## src/rtl/slow_clk_ctrl_pkg.sv

```systemverilog
// Shared types and defaults for the slow-clock controller: FSM state encoding
// and the default counter width / half-period.
package slow_clk_pkg;

  localparam int DEF_CNT_W    = 16;
  localparam int DEF_HALF_DIV = 2;

  typedef enum logic [1:0] {
    IDLE = 2'd0,
    RUN  = 2'd1,
    STOP = 2'd2
  } state_e;

endpackage

```

## src/rtl/slow_clk_ctrl_if.sv

```systemverilog
// Configuration / status bundle between the configuration logic (master) and
// the slow-clock controller (slave).
interface slow_clk_ctrl_if
  import slow_clk_pkg::*;
#(
  parameter int CNT_W = DEF_CNT_W
);

  logic             en;
  logic             cfg_valid;
  logic [CNT_W-1:0] cfg_div;
  logic             cfg_ready;
  logic             cfg_err;
  logic             clk_slow;
  logic             tick;
  logic             busy;
  logic [CNT_W-1:0] cur_div;

  modport master (
    output en, cfg_valid, cfg_div,
    input  cfg_ready, cfg_err, clk_slow, tick, busy, cur_div
  );

  modport slave (
    input  en, cfg_valid, cfg_div,
    output cfg_ready, cfg_err, clk_slow, tick, busy, cur_div
  );

endinterface

```

## src/rtl/slow_clk_ctrl_half_period_counter.sv

```systemverilog
// Half-period counter: owns cnt and the registered clk_slow, and flags the
// edges on which clk_slow is about to rise or fall.
module half_period_counter
  import slow_clk_pkg::*;
#(
  parameter int CNT_W = DEF_CNT_W
) (
  input  logic             clk,
  input  logic             rst,
  input  logic             run,
  input  logic             load,
  input  logic [CNT_W-1:0] load_val,
  input  logic [CNT_W-1:0] div,
  output logic             clk_slow,
  output logic             toggle_rise,
  output logic             toggle_fall
);

  logic [CNT_W-1:0] cnt_q, cnt_d;
  logic             clk_slow_q, clk_slow_d;
  logic             term;

  always_comb begin
    term        = (cnt_q == div - CNT_W'(1));
    cnt_d       = cnt_q;
    clk_slow_d  = clk_slow_q;
    toggle_rise = 1'b0;
    toggle_fall = 1'b0;
    // load restarts at the beginning of a low phase
    if (load) begin
      cnt_d      = load_val;
      clk_slow_d = 1'b0;
    end else if (run) begin
      if (term) begin
        cnt_d       = '0;
        clk_slow_d  = !clk_slow_q;
        toggle_rise = !clk_slow_q;
        toggle_fall = clk_slow_q;
      end else begin
        cnt_d = cnt_q + CNT_W'(1);
      end
    end
  end

  always_ff @(posedge clk or posedge rst) begin
    if (rst) begin
      cnt_q      <= '0;
      clk_slow_q <= 1'b0;
    end else begin
      cnt_q      <= cnt_d;
      clk_slow_q <= clk_slow_d;
    end
  end

  assign clk_slow = clk_slow_q;

endmodule

```

## src/rtl/slow_clk_ctrl.sv

```systemverilog
// Slow-clock controller: run/stop FSM, cfg handshake with a one-deep pending
// register, and glitch-free ratio switching at falling boundaries of clk_slow.
module slow_clk_ctrl
  import slow_clk_pkg::*;
#(
  parameter int CNT_W   = DEF_CNT_W,
  parameter int DEF_DIV = DEF_HALF_DIV
) (
  input logic                 clk,
  input logic                 rst,
  slow_clk_ctrl_if.slave      bus
);

  state_e           state_q, state_d;
  logic             pend_vld_q, pend_vld_d;
  logic [CNT_W-1:0] pend_div_q, pend_div_d;
  logic [CNT_W-1:0] cur_div_q, cur_div_d;
  logic             tick_q, tick_d;
  logic             cfg_err_q, cfg_err_d;

  logic             run, load;
  logic             clk_slow, toggle_rise, toggle_fall;
  logic             accept, enter_idle, apply;

  half_period_counter #(
    .CNT_W (CNT_W)
  ) u_cnt (
    .clk         (clk),
    .rst         (rst),
    .run         (run),
    .load        (load),
    .load_val    ('0),
    .div         (cur_div_q),
    .clk_slow    (clk_slow),
    .toggle_rise (toggle_rise),
    .toggle_fall (toggle_fall)
  );

  // Counter control: a low phase may be cut short on stop, a high phase never.
  always_comb begin
    run  = 1'b0;
    load = 1'b0;
    unique case (state_q)
      IDLE: load = 1'b1;
      RUN: begin
        if (!bus.en && !clk_slow) load = 1'b1;
        else                      run  = 1'b1;
      end
      STOP:    run  = 1'b1;
      default: load = 1'b1;
    endcase
  end

  always_comb begin
    state_d = state_q;
    unique case (state_q)
      IDLE: if (bus.en) state_d = RUN;
      RUN: begin
        if (!bus.en) state_d = (!clk_slow || toggle_fall) ? IDLE : STOP;
      end
      STOP: begin
        if (bus.en)           state_d = RUN;
        else if (toggle_fall) state_d = IDLE;
      end
      default: state_d = IDLE;
    endcase
  end

  // A stored word is applied at the next falling boundary or once idle.
  always_comb begin
    accept     = bus.cfg_valid && !pend_vld_q;
    enter_idle = (state_q != IDLE) && (state_d == IDLE);
    apply      = pend_vld_q && (toggle_fall || enter_idle || (state_q == IDLE));
    pend_vld_d = pend_vld_q;
    pend_div_d = pend_div_q;
    cur_div_d  = cur_div_q;
    cfg_err_d  = accept && (bus.cfg_div == '0);
    tick_d     = toggle_rise;
    if (apply) begin
      cur_div_d  = pend_div_q;
      pend_vld_d = 1'b0;
    end else if (accept && (bus.cfg_div != '0)) begin
      if (state_q == IDLE) begin
        cur_div_d = bus.cfg_div;
      end else begin
        pend_div_d = bus.cfg_div;
        pend_vld_d = 1'b1;
      end
    end
  end

  always_ff @(posedge clk or posedge rst) begin
    if (rst) begin
      state_q    <= IDLE;
      pend_vld_q <= 1'b0;
      pend_div_q <= '0;
      cur_div_q  <= CNT_W'(DEF_DIV);
      tick_q     <= 1'b0;
      cfg_err_q  <= 1'b0;
    end else begin
      state_q    <= state_d;
      pend_vld_q <= pend_vld_d;
      pend_div_q <= pend_div_d;
      cur_div_q  <= cur_div_d;
      tick_q     <= tick_d;
      cfg_err_q  <= cfg_err_d;
    end
  end

  assign bus.cfg_ready = !pend_vld_q;
  assign bus.cfg_err   = cfg_err_q;
  assign bus.clk_slow  = clk_slow;
  assign bus.tick      = tick_q;
  assign bus.busy      = (state_q != IDLE);
  assign bus.cur_div   = cur_div_q;

endmodule

```

## src/flat_wrapper.sv

```systemverilog
// flat-port wrapper written by rule: the top's interface ports become plain ports
module slow_clk_ctrl_flat import slow_clk_pkg::*;
#(
  parameter int CNT_W   = DEF_CNT_W,
  parameter int DEF_DIV = DEF_HALF_DIV
)
  (clk, rst, bus_en, bus_cfg_valid, bus_cfg_div, bus_cfg_ready, bus_cfg_err, bus_clk_slow, bus_tick, bus_busy, bus_cur_div);
  slow_clk_ctrl_if #(.CNT_W(CNT_W)) bus_i ();
  input logic clk;
  input logic rst;
  input wire logic [$bits(bus_i.en)-1:0] bus_en;
  input wire logic [$bits(bus_i.cfg_valid)-1:0] bus_cfg_valid;
  input wire logic [$bits(bus_i.cfg_div)-1:0] bus_cfg_div;
  output wire logic [$bits(bus_i.cfg_ready)-1:0] bus_cfg_ready;
  output wire logic [$bits(bus_i.cfg_err)-1:0] bus_cfg_err;
  output wire logic [$bits(bus_i.clk_slow)-1:0] bus_clk_slow;
  output wire logic [$bits(bus_i.tick)-1:0] bus_tick;
  output wire logic [$bits(bus_i.busy)-1:0] bus_busy;
  output wire logic [$bits(bus_i.cur_div)-1:0] bus_cur_div;
  assign bus_i.en = bus_en;
  assign bus_i.cfg_valid = bus_cfg_valid;
  assign bus_i.cfg_div = bus_cfg_div;
  assign bus_cfg_ready = bus_i.cfg_ready;
  assign bus_cfg_err = bus_i.cfg_err;
  assign bus_clk_slow = bus_i.clk_slow;
  assign bus_tick = bus_i.tick;
  assign bus_busy = bus_i.busy;
  assign bus_cur_div = bus_i.cur_div;
  slow_clk_ctrl #(.CNT_W(CNT_W), .DEF_DIV(DEF_DIV)) u_core (.clk(clk), .rst(rst), .bus(bus_i));
endmodule
```

## config.mk

```make
export PLATFORM = sky130hd
export DESIGN_NAME = slow_clk_ctrl_flat
export DESIGN_NICKNAME = d
export VERILOG_FILES = /design/src/rtl/slow_clk_ctrl_pkg.sv /design/src/rtl/slow_clk_ctrl_if.sv /design/src/rtl/slow_clk_ctrl_half_period_counter.sv /design/src/rtl/slow_clk_ctrl.sv /design/src/flat_wrapper.sv
export SDC_FILE = /design/constraint.sdc
export NUM_CORES = 1
export LEC_CHECK = 0
export CORE_UTILIZATION = 57
export CTS_CLUSTER_SIZE = 25
export DETAILED_ROUTE_END_ITERATION = 10
export GPL_TIMING_DRIVEN = 0
export PLACE_DENSITY_LB_ADDON = 0.05
export SLEW_MARGIN = 40
export SYNTH_ARGS = -nofsm -noshare
export SYNTH_HDL_FRONTEND = slang
export SYNTH_SLANG_ARGS = --single-unit
```

## constraint.sdc

```tcl
create_clock -name clk -period 4 [get_ports clk]
set_input_delay 0.8 -clock clk [delete_from_list [all_inputs] [get_ports clk]]
set_output_delay 0.8 -clock clk [all_outputs]
set_load 0.01 [all_outputs]
```

==> summary.md, run 1 <==
| Metric | Value |
|---|---|
| Sequential element share of the synthesized area | `between 30% and 40%` |
| DRC | `0` |
| First-pass GRT wire length | `roughly 15000 um` |
| Synthesis Warnings | `0` |
| Crit start category | `register` |
| Port bufs | `39` |
| CTS tree | `yes` |
| N_diodes | `0` |
| Status | `complete, no violations` |
| Sum of negative setup slack | `0 ns` |
| Unrepaired setup endpoints after global routing | `no` |
| Post-place setup slack | `between 0.3 and 0.4 ns` |
| Initial Utilization | `around 60%` |
| Number of buffers created by CTS | `5` |
| Commonest non-fill, non-tap cell in the layout | `dfrtp_1` |
| Share of layout cells above drive strength 1 | `roughly a tenth` |
| Placement Rows | `28` |
| Min-Delay Path Class | `register to register` |
| DRT Pass-1 Iters | `5` |
| Post-cts resize count | `0` |
| Slew @ Worst Pin | `~0.76 ns` |
| Max frequency | `~270 MHz` |
| DIE AREA | `about 6600 sq um` |
| Io pins | `41` |
| Final wirelength | `8940 um` |
| CTS Hold Bufs | `0` |
| Final period util | `between 90% and 100%` |
| # nets final | `between 400 and 500` |
| Worst skew pair latency | `between 0.3 and 0.4 ns` |
| Clock Sinks | `54` |
| Seq cells post-synth | `54` |
| H-tree levels | `2` |
| WS Path Type | `register to register` |
| Post-CTS Setup Inserts | `0` |
| DP Wirelength | `between 6000 and 7000 um` |
| Chip Width | `just over 80 um` |
| First DRT Iteration DRCs | `roughly 210` |
| CTS Root Cell | `clkbuf_8` |
| Pins Over Slew Limit | `0` |
| Vias in the first global route | `just over 3000` |
| Final Skew | `between 0.006 and 0.007 ns` |
| Avg Inst Size Synth | `about 9.6 sq um` |
| CP max FO | `10` |
| Fillcell total | `471` |
| Final setup margin | `around 0.35 ns` |
| CP Capture Type | `register` |
| Longest Clk Path Bufs | `2` |
| Via count | `between 3000 and 4000` |
| Max Cap Violations | `0` |
| Maximum vdd drop | `0.450 mV` |
| Area growth, synth to finish | `17.4%` |
| Syn Std Cell Area | `3570 sq um` |
| Most frequent cells in the layout | `dfrtp_1, clkdlybuf4s50_1, nor4_1` |
| Post-synth EDFFs | `0` |
| Setup-failing EPs final | `0` |
| Largest net degree at the start of global routing | `29` |
| Synthesized instance count | `between 300 and 400` |
| Routability cong. | `0.910` |
| Drt wl/cell | `18.1 um` |
| Detail Route Antenna Nets | `0` |
| Leak pwr | `1.71 nW` |
| Synth cell types | `58` |
| Gr usage total | `28.9%` |
| Gr ovfl total | `0` |
| Post-synth ARST share | `100%` |
| Fin crit period | `~3.7 ns` |
| CP arrival | `approximately 3.8 ns` |
| Final Hold Fails | `0` |
| Vias per inst | `6.46` |
| CP Data Required Time | `4.18 ns` |
| Synth Net Count | `~400` |
| Slew margin rel. | `between 40% and 50%` |
| Initial antenna violation count | `0` |
| Worst-path clk slew | `0.10 ns` |
| Die height | `81.1 um` |
| Core ar. | `~6000 sq um` |
| Top_reg_cell synth | `dfrtp_1` |
| Power per cell area | `between 700 and 800 nW/um^2` |
[worst max-delay path, stage by stage, from the launching register on]
cell and delay [ns]:
dfrtp_1 0.49, inv_1 0.10, ha_1 0.22, nor3b_2 0.36, nand2_1 0.18, o22a_1 0.22, or4b_1 0.52, or4_1 0.54
buf_2 0.22, nor3_4 0.30, buf_2 0.30, nor3_1 0.08
[sequential cells by signal (all words and copies together), names as in the netlist]
signal                 cells
u_core.u_cnt.clk_slow      1
u_core.bus.cfg_err         1
u_core.bus.cur_div        16
u_core.u_cnt.cnt_q        16
u_core.state_q             2
u_core.pend_div_q         16
u_core.pend_vld_q          1
u_core.bus.tick            1
[final cells by class]
| type | count | area [sq um] | share of cell area [%] |
|---|---|---|---|
| Clock inverter | 2 | 37.5 | 0.896 |
| Timing Repair Buffer | 40 | 410 | 9.80 |
| Inverter | 10 | 40.0 | 0.956 |
| Buffer | 28 | 133 | 3.17 |
| Tap cell | 75 | 93.8 | 2.24 |
| Multi-Input combinational cell | 279 | 2050 | 48.9 |
| Clock buffer | 6 | 72.6 | 1.73 |
| Sequential cell | 54 | 1350 | 32.3 |
[cell usage after synthesis, types with 3 or more instances]
master,instances,area share (%)
dfrtp_1,53,37
nor4_1,23,4.0
nor2_1,22,2.3
o21ai_0,22,3.1
clkbuf_1,21,2.2
nand2_1,19,2.0
nor3_1,19,2.7
xor2_1,19,4.7
mux2i_1,18,5.1
a2bb2oi_1,16,3.9
mux2_2,16,5.1
o311a_1,16,4.5
inv_1,10,1.1
xnor2_1,10,2.5
a21oi_1,8,1.1
nand4_1,7,1.2
ha_1,6,2.1
nor2b_1,6,1.1
buf_2,4,0.56
nand2b_1,4,0.70
nand3_1,4,0.56
buf_6,3,0.95
or2_2,3,0.53
[stage by stage]
| step | total power, mW | cells | hold WS, ns | cell area, sq um | utilization, % |
|---|---|---|---|---|---|
| 2_1_floorplan | 2.17 | 371 | 0.505 | 3570 | - |
| 3_3_place_gp | 2.65 | 485 | 0.516 | 4050 | 67.6 |
| 3_5_place_dp | 2.70 | 486 | 0.523 | 4080 | 68.1 |
| 4_1_cts | 3.08 | 494 | 0.546 | 4190 | 69.9 |
| 5_1_grt | 3.31 | 494 | 0.562 | 4190 | 69.9 |
| 6_report | 3.09 | 494 | 0.540 | 4190 | 69.9 |
[cell families after synthesis]
family                   after synthesis  share of synthesized area [%]
AO/OA/AOI/OAI                         81                           16.9
adder cells (fa/ha/maj)                6                           2.11
multiplexers                          35                           10.4
XOR/XNOR                              29                           7.12
buffers and inverters                 38                           4.77
AND/OR/NAND/NOR                      128                           20.7
flip-flops                            54                           37.9
[power by group]
part / switching, mW / internal (mW)
registers: 0.236 / 0.743
clock network: 0.186 / 0.187
logic: 0.874 / 0.867
total: 1.30 / 1.80
[path summary, 6_finish.rpt]
check	end	cells past startpoint	slack, ns	startpoint
max	u_core.u_cnt.cnt_q[8]$_DFFE_PP0P_	11	0.35	u_core.bus.cur_div[0]$_DFFE_PP0P_
min in group asynchronous	u_core.u_cnt.cnt_q[4]$_DFFE_PP0P_	2	0.82	rst
min	u_core.pend_div_q[12]$_DFFE_PP0P_	1	0.54	u_core.pend_div_q[12]$_DFFE_PP0P_
max in group asynchronous	u_core.bus.cur_div[1]$_DFFE_PP1P_	3	2.64	rst
min reg2reg	u_core.pend_div_q[12]$_DFFE_PP0P_	1	0.54	u_core.pend_div_q[12]$_DFFE_PP0P_
max reg2reg	u_core.u_cnt.cnt_q[8]$_DFFE_PP0P_	11	0.35	u_core.bus.cur_div[0]$_DFFE_PP0P_
[per-layer routing]
metal	vias to the layer above	routed length (um)	track usage (%)
li1	1492	-	-
met3	20	475	5.28
met2	113	4280	45.9
met4	0	186	11.1
met1	1567	4000	39.1
met5	-	0	0
Power figures use the tool's default switching activity.
==> inputs of run 2 (changes only) <==
--- a/config.mk
+++ b/config.mk
@@ -8,7 +8,6 @@
 export CORE_UTILIZATION = 57
 export CTS_CLUSTER_SIZE = 25
 export DETAILED_ROUTE_END_ITERATION = 10
-export GPL_TIMING_DRIVEN = 0
 export PLACE_DENSITY_LB_ADDON = 0.05
 export SLEW_MARGIN = 40
 export SYNTH_ARGS = -nofsm -noshare
==> run 2 against run 1 <==
Global-route usage grew 0.48 points. Sequential cell count did not move. Setup slack better by 0.0023 ns. First-iteration DRC count rose by 24%. Critical endpoint is now u_core.bus.cur_div[10]$_DFFE_PP0P_.
==> summary.md, run 2 (synthesis gave the netlist of run 1 again) <==
| Metric | Value |
|---|---|
| Drt wl/cell | `18.6 um (+2.8%)` |
| Sum of negative setup slack | `0 ns (unchanged)` |
| Worst skew pair latency | `0.32 ns (about the same)` |
| First-pass GRT wire length | `14800 um (+1.3%)` |
| Setup-failing EPs final | `0 (unchanged)` |
| CP Capture Type | `register` |
| Maximum vdd drop | `0.505 mV (+12%)` |
| DP Wirelength | `6150 um (-6.9%)` |
| CP max FO | `17 (+7)` |
| Share of layout cells above drive strength 1 | `11.3% (+0.78 points)` |
| Gr usage total | `29.4% (+0.48 points)` |
| Final Skew | `0.0129 ns (+0.00680 ns)` |
| H-tree levels | `2 (unchanged)` |
| Placement Rows | `28 (unchanged)` |
| Number of buffers created by CTS | `5 (unchanged)` |
| Critical R2R Capture | `u_core.bus.cur_div[10]$_DFFE_PP0P_` |
| Critical Path Max Stage Delay | `0.53 ns (about the same)` |
| CP arrival | `3.86 ns (+0.03 ns)` |
| Vias in the first global route | `2984 (-2.2%)` |
| Max Cap Violations | `0 (unchanged)` |
| CP Data Required Time | `4.21 ns (+0.03 ns)` |
| DIE AREA | `6580 sq um (unchanged)` |
| Initial antenna violation count | `0 (unchanged)` |
| CTS Hold Bufs | `0 (unchanged)` |
| DRC | `0 (unchanged)` |
| Chip Width | `81.1 um (unchanged)` |
| Post-CTS Setup Inserts | `0 (unchanged)` |
| Crit start category | `register` |
| Core ar. | `5990 sq um (unchanged)` |
| Power per cell area | `736 nW/um^2 (-0.30%)` |
| Initial Utilization | `59.5% (unchanged)` |
| Hold Path Depth | `1 (unchanged)` |
| N_diodes | `0 (unchanged)` |
| First DRT Iteration DRCs | `256 (+24%)` |
| Final period util | `91.2% (about the same)` |
| Slew margin rel. | `51.0% (+1.6 points)` |
| Gr ovfl total | `0 (unchanged)` |
| CTS Root Cell | `clkbuf_8` |
| Fin crit period | `3.65 ns (-0.00228 ns)` |
| Leak pwr | `1.68 nW (-1.6%)` |
| Fillcell total | `488 (+3.6%)` |
| Longest Clk Path Bufs | `2 (unchanged)` |
| Hold WS | `0.547 ns (+0.00696 ns)` |
| Slew @ Worst Pin | `0.735 ns (-0.0241 ns)` |
| R2R depth | `9 (-2)` |
| Commonest non-fill, non-tap cell in the layout | `dfrtp_1` |
| Io pins | `41 (unchanged)` |
| Crit-path cells | `inv_1, ha_1, nor3b_2, nand2_1, o41ai_1, or4b_1, or4_1, or2_1, o311a_1` |
| FF-to-FF Start | `u_core.bus.cur_div[0]$_DFFE_PP0P_` |
| Detail Route Antenna Nets | `0 (unchanged)` |
| Largest net degree at the start of global routing | `35 (+21%)` |
| DRT Pass-1 Iters | `5 (unchanged)` |
| Routability cong. | `0.814 (-11%)` |
| Worst-path clk slew | `0.11 ns (about the same)` |
| Final wirelength | `8810 um (-1.4%)` |
| Most frequent cells in the layout | `dfrtp_1, clkdlybuf4s50_1, nor4_1` |
| WS Path Type | `register to register` |
| Post-cts resize count | `0 (unchanged)` |
| Clock Sinks | `54 (unchanged)` |
| Max frequency | `274 MHz (about the same)` |
| Unrepaired setup endpoints after global routing | `no` |
| Area growth, synth to finish | `14.7%` |
| Via count | `2986 (-6.5%)` |
| CTS tree | `yes` |
| Port bufs | `40 (+2.6%)` |
| Hold Crit Start | `u_core.pend_div_q[11]$_DFFE_PP0P_` |
| # nets final | `424 (-4.5%)` |
| Die height | `81.1 um (unchanged)` |
| WHS Endpoint | `u_core.pend_div_q[11]$_DFFE_PP0P_` |
| Min-Delay Path Class | `register to register` |
| Final Hold Fails | `0 (unchanged)` |
| Vias per inst | `6.30 (-2.5%)` |
| Pins Over Slew Limit | `0 (unchanged)` |
| CP Buf/Inv Count | `1 (-2)` |
| CP delay by family, top | `simple AND/OR/NAND/NOR gates` |
| CP max stage cell | `or4_1` |
| Status | `complete, no violations` |
| R2R setup slack | `0.35 ns (about the same)` |
-- run 2: metrics by stage --
| stage | instance area (sq um) | instances | setup slack (ns) | utilization (%) | power, mW |
|---|---|---|---|---|---|
| 6_report | 4090 | 474 | 0.350 | 68.3 | 3.01 |
| 5_1_grt | 4090 | 474 | 0.186 | 68.3 | 3.24 |
| 4_1_cts | 4090 | 474 | 0.436 | 68.3 | 3.01 |
| 3_5_place_dp | 4000 | 466 | 0.474 | 66.8 | 2.69 |
| 3_3_place_gp | 3990 | 466 | 0.423 | 66.6 | 2.61 |
| 2_1_floorplan | 3570 | 371 | 0.760 | - | 2.17 |
-- run 2: power breakdown --
group          total (mW)  switching (mW)  internal [mW]
clock               0.328           0.200          0.127
sequential           1.05           0.311          0.742
combinational        1.63           0.776          0.855
total                3.01            1.29           1.72
-- run 2: layer usage --
metal	vias up	routed length, um	share of wire [%]	track usage [%]
li1	1443	-	-	-
met5	-	0	0	0
met4	0	174	2.0	10.2
met1	1457	4080	46	40.1
met3	13	322	3.7	3.71
met2	73	4230	48	48.1
-- run 2: layout make-up --
type	count	area (sq um)	share of cell area [%]
clock buffer	5	68.8	1.68
sequential	54	1350	33.1
tap	75	93.8	2.29
multi-input combinational	279	2060	50.2
clock inverter	3	22.5	0.550
timing repair buffer	48	460	11.3
inverter	10	37.5	0.917
-- run 2: how the worst max path moves through the flow --
| stage | startpoint | to | slack [ns] | depth (start not counted) |
|---|---|---|---|---|
| after floorplan | u_core.bus.cur_div[0]$_DFFE_PP0P_ | u_core.bus.cur_div[0]$_DFFE_PP0P_ | 0.76 | 11 |
| after global placement | bus_en | u_core.bus.cur_div[14]$_DFFE_PP0P_ | 0.42 | 8 |
| after detailed placement | u_core.bus.cur_div[0]$_DFFE_PP0P_ | u_core.bus.cur_div[5]$_DFFE_PP0P_ | 0.47 | 9 |
| after CTS | u_core.bus.cur_div[0]$_DFFE_PP0P_ | u_core.bus.cur_div[10]$_DFFE_PP0P_ | 0.44 | 9 |
| after global routing | u_core.bus.cur_div[0]$_DFFE_PP0P_ | u_core.bus.cur_div[10]$_DFFE_PP0P_ | 0.19 | 9 |
| final | u_core.bus.cur_div[0]$_DFFE_PP0P_ | u_core.bus.cur_div[10]$_DFFE_PP0P_ | 0.35 | 9 |
